File: config.mk
export PLATFORM = sky130hd
export DESIGN_NAME = lb2apb_bridge
export DESIGN_NICKNAME = d
export VERILOG_FILES = /design/src/rtl/lb2apb_pkg.sv /design/src/rtl/lb2apb_wdt.sv /design/src/rtl/lb2apb_bridge.sv
export SDC_FILE = /design/constraint.sdc
export NUM_CORES = 1
export LEC_CHECK = 0
export ABC_AREA = 1
export CORE_ASPECT_RATIO = 0.9
export CORE_MARGIN = 5
export CORE_UTILIZATION = 25
export CTS_BUF_LIST = sky130_fd_sc_hd__clkbuf_4 sky130_fd_sc_hd__clkbuf_8 sky130_fd_sc_hd__clkbuf_16
export DETAILED_ROUTE_END_ITERATION = 8
export HOLD_SLACK_MARGIN = 0.06
export PLACE_DENSITY = 0.47
export SETUP_SLACK_MARGIN = 0.2
export SLEW_MARGIN = 15
export SYNTH_ARGS = -nofsm -noshare
export SYNTH_HDL_FRONTEND = slang
export SYNTH_HIERARCHICAL = 1
export SYNTH_SLANG_ARGS = --single-unit
export TNS_END_PERCENT = 10
File: constraint.sdc
create_clock -name clk -period 3 [get_ports clk]
set_clock_uncertainty 0.2 [all_clocks]
set_input_delay 0.3 -clock clk [delete_from_list [all_inputs] [get_ports clk]]
set_output_delay 0.3 -clock clk [all_outputs]
set_load 0.02 [all_outputs]
File: src/rtl/lb2apb_pkg.sv
// Shared definitions for the local-bus to APB bridge: FSM encoding and
// watchdog defaults.
package lb2apb_pkg;

    typedef enum logic [1:0] {
        ST_IDLE   = 2'd0,
        ST_SETUP  = 2'd1,
        ST_ACCESS = 2'd2,
        ST_RESP   = 2'd3
    } state_e;

    localparam int unsigned TIMEOUT_DEF = 255;
    // Wide enough for the largest allowed TIMEOUT (65535).
    localparam int unsigned TMO_CNT_W   = 16;

endpackage

File: src/rtl/lb2apb_wdt.sv
// Clearable up-counter for APB wait states; tc_o flags the increment that
// makes the count reach LIMIT.
module lb2apb_wdt
    import lb2apb_pkg::*;
#(
    parameter int unsigned LIMIT = TIMEOUT_DEF
) (
    input  logic clk,
    input  logic rst_n,
    input  logic clr_i,
    input  logic inc_i,
    output logic tc_o
);

    localparam logic [TMO_CNT_W-1:0] LAST = TMO_CNT_W'(LIMIT - 1);

    logic [TMO_CNT_W-1:0] cnt_q, cnt_d;

    always_comb begin
        cnt_d = cnt_q;
        if (clr_i) begin
            cnt_d = '0;
        end else if (inc_i) begin
            cnt_d = cnt_q + 1'b1;
        end
    end

    always_ff @(posedge clk or negedge rst_n) begin
        if (!rst_n) begin
            cnt_q <= '0;
        end else begin
            cnt_q <= cnt_d;
        end
    end

    assign tc_o = inc_i && (cnt_q == LAST);

endmodule

File: src/rtl/lb2apb_bridge.sv
// Local-bus (separate write/read request ports) to APB requester bridge with
// wait-state watchdog and sticky error flags. All outputs are registered.
module lb2apb_bridge
    import lb2apb_pkg::*;
#(
    parameter int unsigned ADDR_W  = 8,
    parameter int unsigned DATA_W  = 16,
    parameter int unsigned STRB_W  = DATA_W / 8,
    parameter int unsigned TIMEOUT = TIMEOUT_DEF
) (
    input  logic              clk,
    input  logic              rst_n,
    input  logic [ADDR_W-1:0] lb_waddr,
    input  logic [DATA_W-1:0] lb_wdata,
    input  logic [STRB_W-1:0] lb_wstrb,
    input  logic              lb_wen,
    output logic              lb_wready,
    input  logic [ADDR_W-1:0] lb_raddr,
    input  logic              lb_ren,
    output logic [DATA_W-1:0] lb_rdata,
    output logic              lb_rvalid,
    output logic              psel,
    output logic              penable,
    output logic              pwrite,
    output logic [ADDR_W-1:0] paddr,
    output logic [DATA_W-1:0] pwdata,
    output logic [STRB_W-1:0] pstrb,
    input  logic [DATA_W-1:0] prdata,
    input  logic              pready,
    input  logic              pslverr,
    output logic              err_slv,
    output logic              err_tmo,
    input  logic              err_clr
);

    state_e state_q, state_d;

    logic              psel_q, psel_d;
    logic              penable_q, penable_d;
    logic              pwrite_q, pwrite_d;
    logic [ADDR_W-1:0] paddr_q, paddr_d;
    logic [DATA_W-1:0] pwdata_q, pwdata_d;
    logic [STRB_W-1:0] pstrb_q, pstrb_d;
    logic [DATA_W-1:0] rdata_q, rdata_d;
    logic              wready_q, wready_d;
    logic              rvalid_q, rvalid_d;
    logic              err_slv_q, err_slv_d;
    logic              err_tmo_q, err_tmo_d;

    logic accept;
    logic tmo_fire;

    assign accept = (state_q == ST_IDLE) && (lb_wen || lb_ren);

    lb2apb_wdt #(
        .LIMIT (TIMEOUT)
    ) u_wdt (
        .clk   (clk),
        .rst_n (rst_n),
        .clr_i (accept),
        .inc_i ((state_q == ST_ACCESS) && !pready),
        .tc_o  (tmo_fire)
    );

    always_ff @(posedge clk or negedge rst_n) begin
        if (!rst_n) begin
            state_q <= ST_IDLE;
        end else begin
            state_q <= state_d;
        end
    end

    always_comb begin
        state_d = state_q;
        unique case (state_q)
            ST_IDLE:   if (lb_wen || lb_ren) state_d = ST_SETUP;
            ST_SETUP:  state_d = ST_ACCESS;
            ST_ACCESS: if (pready || tmo_fire) state_d = ST_RESP;
            ST_RESP:   state_d = ST_IDLE;
            default:   state_d = ST_IDLE;
        endcase
    end

    // Output values are computed from the next state so every port can be
    // driven straight from a flop without adding latency.
    always_comb begin
        psel_d    = (state_d == ST_SETUP) || (state_d == ST_ACCESS);
        penable_d = (state_d == ST_ACCESS);
        pwrite_d  = pwrite_q;
        paddr_d   = paddr_q;
        pwdata_d  = pwdata_q;
        pstrb_d   = pstrb_q;
        rdata_d   = rdata_q;
        err_slv_d = err_slv_q && !err_clr;
        err_tmo_d = err_tmo_q && !err_clr;

        case (state_q)
            ST_IDLE: begin
                if (lb_wen) begin
                    pwrite_d = 1'b1;
                    paddr_d  = lb_waddr;
                    pwdata_d = lb_wdata;
                    pstrb_d  = lb_wstrb;
                end else if (lb_ren) begin
                    pwrite_d = 1'b0;
                    paddr_d  = lb_raddr;
                    pstrb_d  = '0;
                end
            end
            ST_ACCESS: begin
                if (pready) begin
                    if (pslverr) err_slv_d = 1'b1;
                    if (!pwrite_q) rdata_d = pslverr ? '0 : prdata;
                end else if (tmo_fire) begin
                    err_tmo_d = 1'b1;
                    if (!pwrite_q) rdata_d = '0;
                end
            end
            default: ;
        endcase

        wready_d = (state_d == ST_RESP) && pwrite_q;
        rvalid_d = (state_d == ST_RESP) && !pwrite_q;
    end

    always_ff @(posedge clk or negedge rst_n) begin
        if (!rst_n) begin
            psel_q    <= 1'b0;
            penable_q <= 1'b0;
            pwrite_q  <= 1'b0;
            paddr_q   <= '0;
            pwdata_q  <= '0;
            pstrb_q   <= '0;
            rdata_q   <= '0;
            wready_q  <= 1'b0;
            rvalid_q  <= 1'b0;
            err_slv_q <= 1'b0;
            err_tmo_q <= 1'b0;
        end else begin
            psel_q    <= psel_d;
            penable_q <= penable_d;
            pwrite_q  <= pwrite_d;
            paddr_q   <= paddr_d;
            pwdata_q  <= pwdata_d;
            pstrb_q   <= pstrb_d;
            rdata_q   <= rdata_d;
            wready_q  <= wready_d;
            rvalid_q  <= rvalid_d;
            err_slv_q <= err_slv_d;
            err_tmo_q <= err_tmo_d;
        end
    end

    assign psel      = psel_q;
    assign penable   = penable_q;
    assign pwrite    = pwrite_q;
    assign paddr     = paddr_q;
    assign pwdata    = pwdata_q;
    assign pstrb     = pstrb_q;
    assign lb_rdata  = rdata_q;
    assign lb_wready = wready_q;
    assign lb_rvalid = rvalid_q;
    assign err_slv   = err_slv_q;
    assign err_tmo   = err_tmo_q;

endmodule

==> flow_summary.ini, run 1 <==
[outcome]
outcome = finished, final reports clean

[drt]
drt_iter0_markers = 229
top_layer = met4
met2_wirelength_mm = 3.891
remaining_drc_errors = 0
route.met3.wl_um = 880
met1Wirelength_mm = 4.149
wl_per_cell_um = 12.81
viasPerCell = 4.242
vias = 2978
final_antenna_net_count = 0
drt_wl_total_mm = 8.990
firstDrtPassIters = 4

[cts]
root_buffer = clkbuf_16
clk_path_buf_depth = 2
post_cts_buffers = 0
clk-insertion-delay-late_ns = 0.32
numCtsBuffers = 9
cts_sinks = 67
cts_tree = yes
ctsResizeCount = 0
cts_hold_buf = 1
clkSlewWorstSetupHoldPaths_ns = 0.06
h-tree-depth = 3

[cells_and_area]
post-route-util = 0.3758
finalNonFillerCells = 702
final_nets = 597
antenna_cells = 0
drive_above_1_share = 0.07993
syn_to_final_growth_pct = 46.73

[yosys]
ys.flop_type = dfrtp_1
synth_top_area_share = 0.5120
ys_warn_count = 6
synth-seq-cells = 67
syn_area_mm2 = 0.003274
synthArstFlopShare = 1.000
synth_edf_count = 0
synth_nets = 486
synth_area_leaders = dfrtp_1 51%, nand2_1 19%, nand3_1 6.6%, nor2_1 5.6%, inv_1 4.4%
syn_avg_cell_area_um2 = 7.759
ys_seq_area_frac = 0.5120
synthTopCellsByCount = 166 x nand2_1, 67 x dfrtp_1, 49 x nor2_1
syn_inst = 422
yosysMostFrequentCell = nand2_1
synth_area_leader_cell = dfrtp_1
synth_cell_types = 23

[critical_path]
arrival_ns = 2.38
end_kind = flop
path_class = flop to flop
critPathBufInv = 3
cpPeakStageDelay_ns = 0.37
crit_fanout = 18
cp_top_family = simple AND/OR/NAND/NOR gates
required_ns = 3.05
slowest_stage = dfrtp_1
path_cells = inv_1 > ha_1 > inv_1 > nor2_1 > nand4_1 > nor2_1 > nand2_1 > nand2_4 > nand2_1 > nand3_1 > ha_1 > inv_1 > nor2_1
critPathLaunchType = flop
r2r_setup_slack_ns = 0.68

[placed_design]
portBuffers = 105
place_congestion = 0.7878
dp_cells = 685
hpwl_mm = 6.774

[timing]
worst_slew_pin_slew_ns = 0.6645
final-hold-violation-count = 0
fin_crit_ns = 2.323
slew_headroom = 0.5570
maxSlewViolCount = 0
setup_violations = 0
fin_tns_setup_ns = 0
rsz0062_at_grt = false
fmax_ghz = 0.4304
min_period_over_period = 0.7744

[die]
design.core.area_mm2 = 0.01278
initial_core_util = 0.2561
dieHeight_um = 118.6
io_pins = 106
placementRows = 39
die_area_mm2 = 0.01549
die_w_um = 130.6

[power]
p_per_area_mw_per_mm2 = 899.6
ir_worst_vdd_mv = 0.2717
leakage_uw = 0.002406

[global_route]
grt_pass1_wl_mm = 15.14
grt_pass1_vias = 3131
globalRouteOverflowTotal = 0
grtUsageTotal = 0.1197
grt_max_degree = 30
antenna_found_initial = 0

[flow_run]
maxCapViolCount = 0

[worst_hold_path]
hold_class = flop to flop
[where the power goes]
group / leakage (uW) / internal [uW] / switching [uW]
logic: 0.00138 / 792 / 1060
registers: 0.000878 / 1230 / 196
clock network: 0.000146 / 654 / 393
total: 0.00241 / 2670 / 1650
[final timing paths]
path	end	depth (start not counted)	start
min in group asynchronous	paddr[3]	2	rst_n
hold reg to reg	pwdata[11]	2	pwdata[11]
setup reg to reg	lb_rvalid	13	state_q[0]
hold / removal	pwdata[11]	2	pwdata[11]
max in group asynchronous	lb_rdata[0]	3	rst_n
setup / recovery	lb_rvalid	13	state_q[0]
[logic make-up after synthesis]
family                     after synthesis  share of synthesized area
DFF                                     67                     0.5120
and+or+nand+nor                        279                     0.3649
adders and majority gates                7                    0.02675
buffers and inverters                   54                    0.07069
AOI/OAI and AO/OA                       15                    0.02560
[registers in the layout, indices dropped and copies added (netlist names)]
name,flops
err_tmo,1
paddr,8
err_slv,1
psel,1
lb_rdata,16
pstrb,2
u_wdt/cnt_q,16
penable,1
pwdata,16
lb_wready,1
lb_rvalid,1
pwrite,1
state_q,2
[per-stage QoR]
step                worst slack [ns]  hold slack (ns)  total power (uW)  area (um^2)
floorplan                     0.7118          -0.1956              2430         3274
global placement              0.7122           0.1728              3299         4497
detailed placement            0.6457           0.1730              3321         4497
CTS                           0.6379           0.2723              4399         4805
global route                  0.4174           0.2968              4648         4805
finish                        0.6768           0.2704              4322         4805
[final cells by class]
type / count / area [um^2]
Fill cell: 1356 / 7980
Timing Repair Buffer: 112 / 1101
Clock inverter: 6 / 65.06
Multi-Input combinational cell: 301 / 1366
Inverter: 42 / 157.7
Tap cell: 164 / 205.2
Sequential cell: 67 / 1677
Clock buffer: 10 / 232.7
[cell usage in the layout (no fill, tap or decap)]
master,instances
nand2_1,166
clkinv_2,2
o21ai_0,6
nand4_1,4
inv_6,1
nor2_2,2
a21oi_1,5
bufinv_16,1
inv_2,4
clkinvlp_4,1
dfrtp_1,67
nand2_2,4
o31ai_1,1
nand2_4,3
o21ai_1,1
nor3_1,2
clkdlybuf4s50_1,104
nand3_2,1
nor2_4,5
o21ai_2,1
o21bai_1,1
buf_2,1
clkbuf_4,1
buf_4,6
nand3_1,43
clkbuf_16,9
ha_1,7
dlygate4sd3_1,1
inv_1,38
nor2_1,49
clkinv_4,1
[tightest hold or removal path, delay by kind of cell (launching register included)]
kind / cells / cell delay (ns)
AND/OR/NAND/NOR: 2 / 0.10
flip-flops: 1 / 0.34
[layer usage]
metal  up-vias  global-route usage
met4         0             0.03278
li1       1524                   -
met3         4             0.05232
met5         -                   0
met2        99              0.1814
met1      1351              0.1555
Power figures use the tool's default switching activity.
==> inputs of run 2 (changes only) <==
Settings changed: PLACE_DENSITY 0.47 to 0.48.
Clock period 3 ns to 2 ns, I/O delays scaled along.
==> flow_summary.ini, run 2 (synthesized netlist as in run 1, its figures left out) <==
[outcome]
outcome = finished, final reports clean

[critical_path]
required_ns = 1.60
endpoint = pwrite
critPathLaunchType = flop
worstSetupPathDepth = 1
worstReg2RegStart = state_q[0]
cpPeakStageDelay_ns = 0.67
critPathLaunch = pwrite
reg2reg_depth = 11
slowest_stage = clkdlybuf4s50_1
crit-reg2reg-capture = psel
path_class = flop to output port
arrival_ns = 1.42
cp_top_family = buffers and inverters
end_kind = output port
r2r_setup_slack_ns = 0.19
crit_fanout = 5
critPathBufInv = 1
path_cells = clkdlybuf4s50_1

[placed_design]
place_congestion = 0.8096
portBuffers = 105
dp_cells = 696
hpwl_mm = 6.576

[timing]
maxSlewViolCount = 0
worst_slew_pin_slew_ns = 0.5424
slew_headroom = 0.6375
fin_crit_ns = 1.816
min_period_over_period = 0.9082
rsz0062_at_grt = true
fmax_ghz = 0.5506
fin_tns_setup_ns = 0
setup_violations = 0
final-hold-violation-count = 0

[die]
initial_core_util = 0.2561
design.core.area_mm2 = 0.01278
placementRows = 39
die_w_um = 130.6
die_area_mm2 = 0.01549
dieHeight_um = 118.6
io_pins = 106

[cts]
numCtsBuffers = 9
root_buffer = clkbuf_16
cts_tree = yes
clkSlewWorstSetupHoldPaths_ns = 0.05
clk_path_buf_depth = 2
h-tree-depth = 3
cts_sinks = 67
clk-insertion-delay-late_ns = 0.33

[global_route]
globalRouteOverflowTotal = 0
grt_max_degree = 68
antenna_found_initial = 0
grtUsageTotal = 0.1231
grt_pass1_vias = 3082
grt_pass1_wl_mm = 15.28

[drt]
firstDrtPassIters = 4
viasPerCell = 4.213
drt_iter0_markers = 146
wl_per_cell_um = 12.56
final_antenna_net_count = 0
remaining_drc_errors = 0
drt_wl_total_mm = 9.007
vias = 3021

[power]
p_per_area_mw_per_mm2 = 1346
ir_worst_vdd_mv = 0.4925
p_int_uw = 4194
switching_share = 0.3746
leakage_uw = 0.002501
seq_power_share = 0.319
comb_power_share = 0.442
p_sw_uw = 2513
pwr-share-clk = 0.240

[cells_and_area]
final_common_cell = nand2_1
final_nets = 612
post-route-util = 0.3898
drive_above_1_share = 0.1230
antenna_cells = 0
finalNonFillerCells = 717
final_cell_mix = 164 x nand2_1, 104 x clkdlybuf4s50_1, 67 x dfrtp_1
syn_to_final_growth_pct = 52.20
nFillCells = 1360

[worst_hold_path]
hold_class = primary input to asynchronous set/reset pin

[flow_run]
maxCapViolCount = 0
-- run 2: cell count changes in the layout (fill, tap and decap cells not counted), sizes merged --
| cell | before | now |
|---|---|---|
| clkinvlp | 1 | 0 |
| inv | 43 | 42 |
| clkbuf | 10 | 12 |
| buf | 7 | 22 |
-- run 2: power groups by stage --
stage | registers (uW) | logic [uW] | clock network (uW)
final | 2140 | 2960 | 1610
after detailed placement | 2150 | 2940 | 0
after CTS | 2140 | 3010 | 1660
after global placement | 2160 | 2900 | 0
after global routing | 2210 | 3280 | 1720
after floorplan | 2640 | 1050 | 0
-- run 2: cell type report --
cell class | count | area [um^2] | area share
clock buffer | 12 | 260.3 | 0.05222
sequential | 67 | 1677 | 0.3364
timing repair buffer | 127 | 1230 | 0.2468
multi-input combinational | 301 | 1405 | 0.2819
tap | 164 | 205.2 | 0.04118
inverter | 42 | 157.7 | 0.03163
clock inverter | 4 | 48.80 | 0.009792
-- run 2: worst min path at each step --
stage                     slack, ns    endpoint          from  cells past startpoint
final                          0.21    paddr[4]         rst_n                      3
after global routing           0.24  pwdata[12]  lb_wdata[12]                      3
after CTS                      0.21   pwdata[4]   lb_wdata[4]                      3
after detailed placement       0.05    paddr[4]         rst_n                      2
after global placement         0.05    paddr[4]         rst_n                      2
after floorplan               -0.30     err_slv         rst_n                      0
-- run 2: repair_timing --
action	CTS	global route
hold endpoints to repair	67	0
setup buffers	3	1
gates resized for setup	5	1
hold buffers	1	0
pin swaps	7	2
setup endpoints to repair	31	49
-- run 2: per-layer routing --
layer	global-route usage	routed length (um)
met3	0.04375	789
met1	0.1702	4155
met4	0.04627	93
met2	0.1757	3969
met5	0	0
-- run 2: through the flow --
step / total power (uW) / instance area (um^2) / hold slack [ns] / setup WS [ns]
6_report: 6707 / 4984 / 0.2120 / 0.1837
3_5_place_dp: 5091 / 4614 / 0.05419 / 0.02285
5_1_grt: 7201 / 4984 / 0.2384 / 0.04225
2_1_floorplan: 3684 / 3297 / -0.2956 / 0.05839
3_3_place_gp: 5058 / 4614 / 0.05204 / 0.07382
4_1_cts: 6810 / 4972 / 0.2121 / 0.1421
==> inputs of run 3 (changes only) <==
Settings changed: CAP_MARGIN from default to 5.
==> results of run 3 <==
Same layout as run 2: the final DEF is identical, and so are final timing and power.
==> patch 1: new RTL, config.mk and constraints of run 1 <==
`rdata_q` no longer has a reset.
--- a/src/rtl/lb2apb_bridge.sv
+++ b/src/rtl/lb2apb_bridge.sv
@@ -133,3 +133,2 @@
             pstrb_q   <= '0;
-            rdata_q   <= '0;
             wready_q  <= 1'b0;
@@ -145,3 +144,2 @@
             pstrb_q   <= pstrb_d;
-            rdata_q   <= rdata_d;
             wready_q  <= wready_d;
@@ -151,2 +149,6 @@
         end
+    end
+
+    always_ff @(posedge clk) begin
+        rdata_q <= rdata_d;
     end
Check against the original RTL: differs if rst_n is asserted again (counterexample within 4 cycles, from zero or initial values and one cycle with rst_n low); with rst_n held inactive, the same outputs for 10 cycles.
==> patch 1 against run 1 <==
Cell area shrank 0.55%. Maximum frequency shrank 1.3%. Via count is 8.4% lower. Area after synthesis shrank 1.7%. Synthesized cell count is 12% lower. Total power is 7.6% lower. Non-clock buffer count rose by 2. Routed wire length is 7.5% lower. Clock power grew 6%. Setup slack lost 0.030 ns. Sequential cell count stayed put. Cell count shrank 6.7%. Largest cell class unchanged. Highest routed layer unchanged.
==> patch 1: results (changes against run 1) <==
{
  "max_freq": {"value": 425, "unit": "MHz", "change": "was 430 MHz"},
  "hold_crit_class": {"value": "in2async", "change": "was reg2reg"},
  "reg2reg_setup_slack": {"value": 0.65, "unit": "ns", "change": "was 0.68 ns"},
  "place_ws": {"value": 0.633, "unit": "ns", "change": "was 0.646 ns"},
  "vias_per_cell": {"value": 4.16, "change": "was 4.24"},
  "final_layout_size_suffix_gt1_frac": {"value": 0.102, "change": "was 0.0799"},
  "outcome": {"value": "finished clean", "change": "unchanged"},
  "count_of_flip_flops_with_a_built_in_enable_after_synthesis": {"value": 16, "change": "was 0"},
  "seq_area_frac_synth": {"value": 0.546, "change": "was 0.512"},
  "post-place-cells": {"value": 638, "change": "was 685"},
  "instances_no_fill": {"value": 655, "change": "was 702"},
  "worst_max_slew_pin_slew": {"value": 0.570, "unit": "ns", "change": "was 0.665 ns"},
  "crit_arrival": {"value": 2.16, "unit": "ns", "change": "was 2.38 ns"},
  "dr.first_iter.drc_count": {"value": 96, "change": "was 229"},
  "leakage": {"value": 2.22, "unit": "nW", "change": "was 2.41 nW"},
  "cts.repair.resized": {"value": 0, "change": "unchanged"},
  "grt_use_total": {"value": 0.116, "change": "was 0.120"},
  "synthesis.nets": {"value": 435, "change": "was 486"},
  "final_net_count": {"value": 550, "change": "was 597"},
  "vdd_drop_max": {"value": 0.000381, "unit": "V", "change": "was 0.000272 V"},
  "capturing_element_of_the_worst_setup_path": {"value": "lb_rdata[7]", "change": "was lb_rvalid"},
  "dp_hpwl": {"value": 6330, "unit": "um", "change": "was 6770 um"},
  "cts_max_path_buffers": {"value": 2, "change": "unchanged"},
  "fillCellCount": {"value": 1322, "change": "was 1356"},
  "kind_of_cell_adding_the_most_delay_to_the_critical_path": {"value": "buffers and inverters", "change": "was simple AND/OR/NAND/NOR gates"},
  "totalWireLength": {"value": 8320, "unit": "um", "change": "was 8990 um"},
  "wire_length_of_the_first_global_routing_pass": {"value": 14200, "unit": "um", "change": "was 15100 um"},
  "gp_routability_congestion": {"value": 0.771, "change": "was 0.788"}
}
==> patch 1: cell type report <==
cell class | count | area share
Inverter | 42 | 0.0330
Timing Repair Buffer | 114 | 0.234
Clock inverter | 6 | 0.0168
Clock buffer | 10 | 0.0487
Tap cell | 164 | 0.0429
Sequential cell | 67 | 0.368
Multi-Input combinational cell | 252 | 0.257
==> patch 1: what timing repair did <==
item / 4_1_cts / 5_1_grt
hold buffers: 1 / 0
hold endpoints to repair: 51 / 0
setup endpoints to repair: 0 / 0
==> patch 1: layer usage <==
layer	GRT usage	vias up	share of wire
met5	0	-	0
met1	0.135	1254	0.44
met4	0.0318	0	0.012
li1	-	1387	-
met2	0.189	75	0.47
met3	0.0540	11	0.084
==> patch 1: worst min-delay path by stage <==
stage	slack (ns)	start	endpoint
finish	0.16	rst_n	paddr[5]
global route	0.16	rst_n	paddr[0]
CTS	0.15	rst_n	paddr[0]
detailed placement	-0.03	rst_n	paddr[0]
global placement	-0.03	rst_n	paddr[0]
floorplan	-0.20	rst_n	err_slv
==> patch 1: cell families (layout without fill, tap and decap cells) <==
logic type      after synthesis  after routing  share of synthesized area
buf+inv                      52            172                     0.0735
simple gates                231            231                      0.329
fa+ha+maj                     7              7                     0.0272
compound gates               14             14                     0.0245
flops                        67             67                      0.546
==> patch 1: stage by stage <==
stage | util | power (W) | cell area, sq um
floorplan | - | 0.00219 | 3220
global placement | 0.353 | 0.00292 | 4460
detailed placement | 0.353 | 0.00293 | 4460
CTS | 0.378 | 0.00407 | 4780
global route | 0.378 | 0.00428 | 4780
finish | 0.378 | 0.00399 | 4780
==> patch 1: power breakdown <==
| group | switching [W] | internal [W] |
|---|---|---|
| Sequential | 0.000156 | 0.00121 |
| Combinational | 0.000861 | 0.000658 |
| Clock | 0.000378 | 0.000729 |
==> patch 2: new RTL, config.mk and constraints of run 1 <==
Made on the original files. `ADDR_W`: 8 -> 7.
--- a/src/rtl/lb2apb_bridge.sv
+++ b/src/rtl/lb2apb_bridge.sv
@@ -5,3 +5,3 @@
 #(
-    parameter int unsigned ADDR_W  = 8,
+    parameter int unsigned ADDR_W  = 7,
     parameter int unsigned DATA_W  = 16,
Ports: changed (resized lb_raddr, lb_waddr and paddr); port bits go from 106 to 103. The function was not compared with the original's and may differ.
==> patch 2 against run 1 <==
Via count is 2.6% lower. Critical path type unchanged. Global-route usage up 0.065 points. Hold slack worse by 0.0050 ns. Total power fell by 1.8%. Synthesized cell count decreased by 1.7%. Die area shrank 1.3%. Critical endpoint unchanged. Setup slack got worse by 0.057 ns. Cell area down 1.7%. Sequential cell count down 1. Sequential share of layout area rose by 0.089 points. Routed wire length is 2.5% lower. Area after synthesis decreased by 1.4%. Utilization shrank 0.37 points.
==> patch 2: results (changes against run 1) <==
{
  "gp_routability_congestion": {"value": 0.822, "change": "was 0.788"},
  "fillCellCount": {"value": 1319, "change": "was 1356"},
  "synth_top_area_share": {"value": 0.511, "change": "was 0.512"},
  "leakage": {"value": 2.34, "unit": "nW", "change": "was 2.41 nW"},
  "ffs_latches_synth": {"value": 66, "change": "was 67"},
  "outcome": {"value": "finished clean", "change": "unchanged"},
  "netlist-cell-type-count": {"value": 24, "change": "was 23"},
  "final_net_count": {"value": 584, "change": "was 597"},
  "dr.first_iter.drc_count": {"value": 167, "change": "was 229"},
  "placed_cell_area": {"value": 4420, "unit": "sq um", "change": "was 4500 sq um"},
  "synth_compound_area_frac": {"value": 0.0271, "change": "was 0.0256"},
  "multi_input_area": {"value": 1350, "unit": "sq um", "change": "was 1370 sq um"},
  "route.detailed.wl_per_inst": {"value": 12.7, "unit": "um", "change": "was 12.8 um"},
  "area.share.sequential": {"value": 0.350, "change": "was 0.349"},
  "synth-adder-area-share": {"value": 0.0271, "change": "was 0.0267"},
  "vdd_drop_max": {"value": 0.000314, "unit": "V", "change": "was 0.000272 V"},
  "number_of_global_route_vias_before_repair": {"value": 2975, "change": "was 3131"},
  "non_clock_buffering_overhead_in_the_final_layout": {"value": 0.225, "change": "was 0.229"},
  "num-clock-buffers": {"value": 9, "change": "was 10"},
  "pwr_per_cell_area": {"value": 899, "unit": "nW/um^2", "change": "was 900 nW/um^2"},
  "seq_area_frac_synth": {"value": 0.511, "change": "was 0.512"},
  "worst_hold_slack": {"value": 0.265, "unit": "ns", "change": "was 0.270 ns"},
  "syn_inst": {"value": 415, "change": "was 422"},
  "worst_hold_path.endpoint": {"value": "pwdata[8]", "change": "was pwdata[11]"},
  "wire_length_of_the_first_global_routing_pass": {"value": 14900, "unit": "um", "change": "was 15100 um"},
  "hold_path.startpoint": {"value": "pwdata[8]", "change": "was pwdata[11]"},
  "post-place-cells": {"value": 674, "change": "was 685"},
  "grt_max_degree": {"value": 67, "change": "was 30"},
  "dp_hpwl": {"value": 6250, "unit": "um", "change": "was 6770 um"},
  "instances_no_fill": {"value": 691, "change": "was 702"},
  "final-clk-cell-share": {"value": 0.0625, "change": "was 0.0620"},
  "reg2reg_setup_slack": {"value": 0.62, "unit": "ns", "change": "was 0.68 ns"}
}
## patch 2: kinds of logic after synthesis
| kind of cell | count (synthesis) |
|---|---|
| compound gates | 15 |
| fa+ha+maj | 7 |
| buf+inv | 54 |
| flops | 66 |
| simple gates | 273 |
## patch 2: power by group
group,switching (W),internal (W)
registers,0.000188,0.00121
clock network,0.000398,0.000639
logic,0.00104,0.000778
## patch 2: layer usage
layer  up-vias  part of all wire  track usage
li1       1495                 -            -
met1      1304              0.45        0.155
met2        92              0.44        0.180
met3         9             0.090       0.0526
met4         0             0.015       0.0403
met5         -                 0            0
## patch 2: how the worst max path moves through the flow
stage               start   endpoint  slack (ns)  cells after the start
6_report       state_q[0]  lb_rvalid        0.62                     13
5_1_grt        state_q[0]  lb_wready        0.37                     13
4_1_cts        state_q[0]  lb_rvalid        0.60                     13
3_5_place_dp       pready  lb_rvalid        0.60                     11
3_3_place_gp       pready       psel        0.62                      9
2_1_floorplan  state_q[0]       psel        0.71                     11
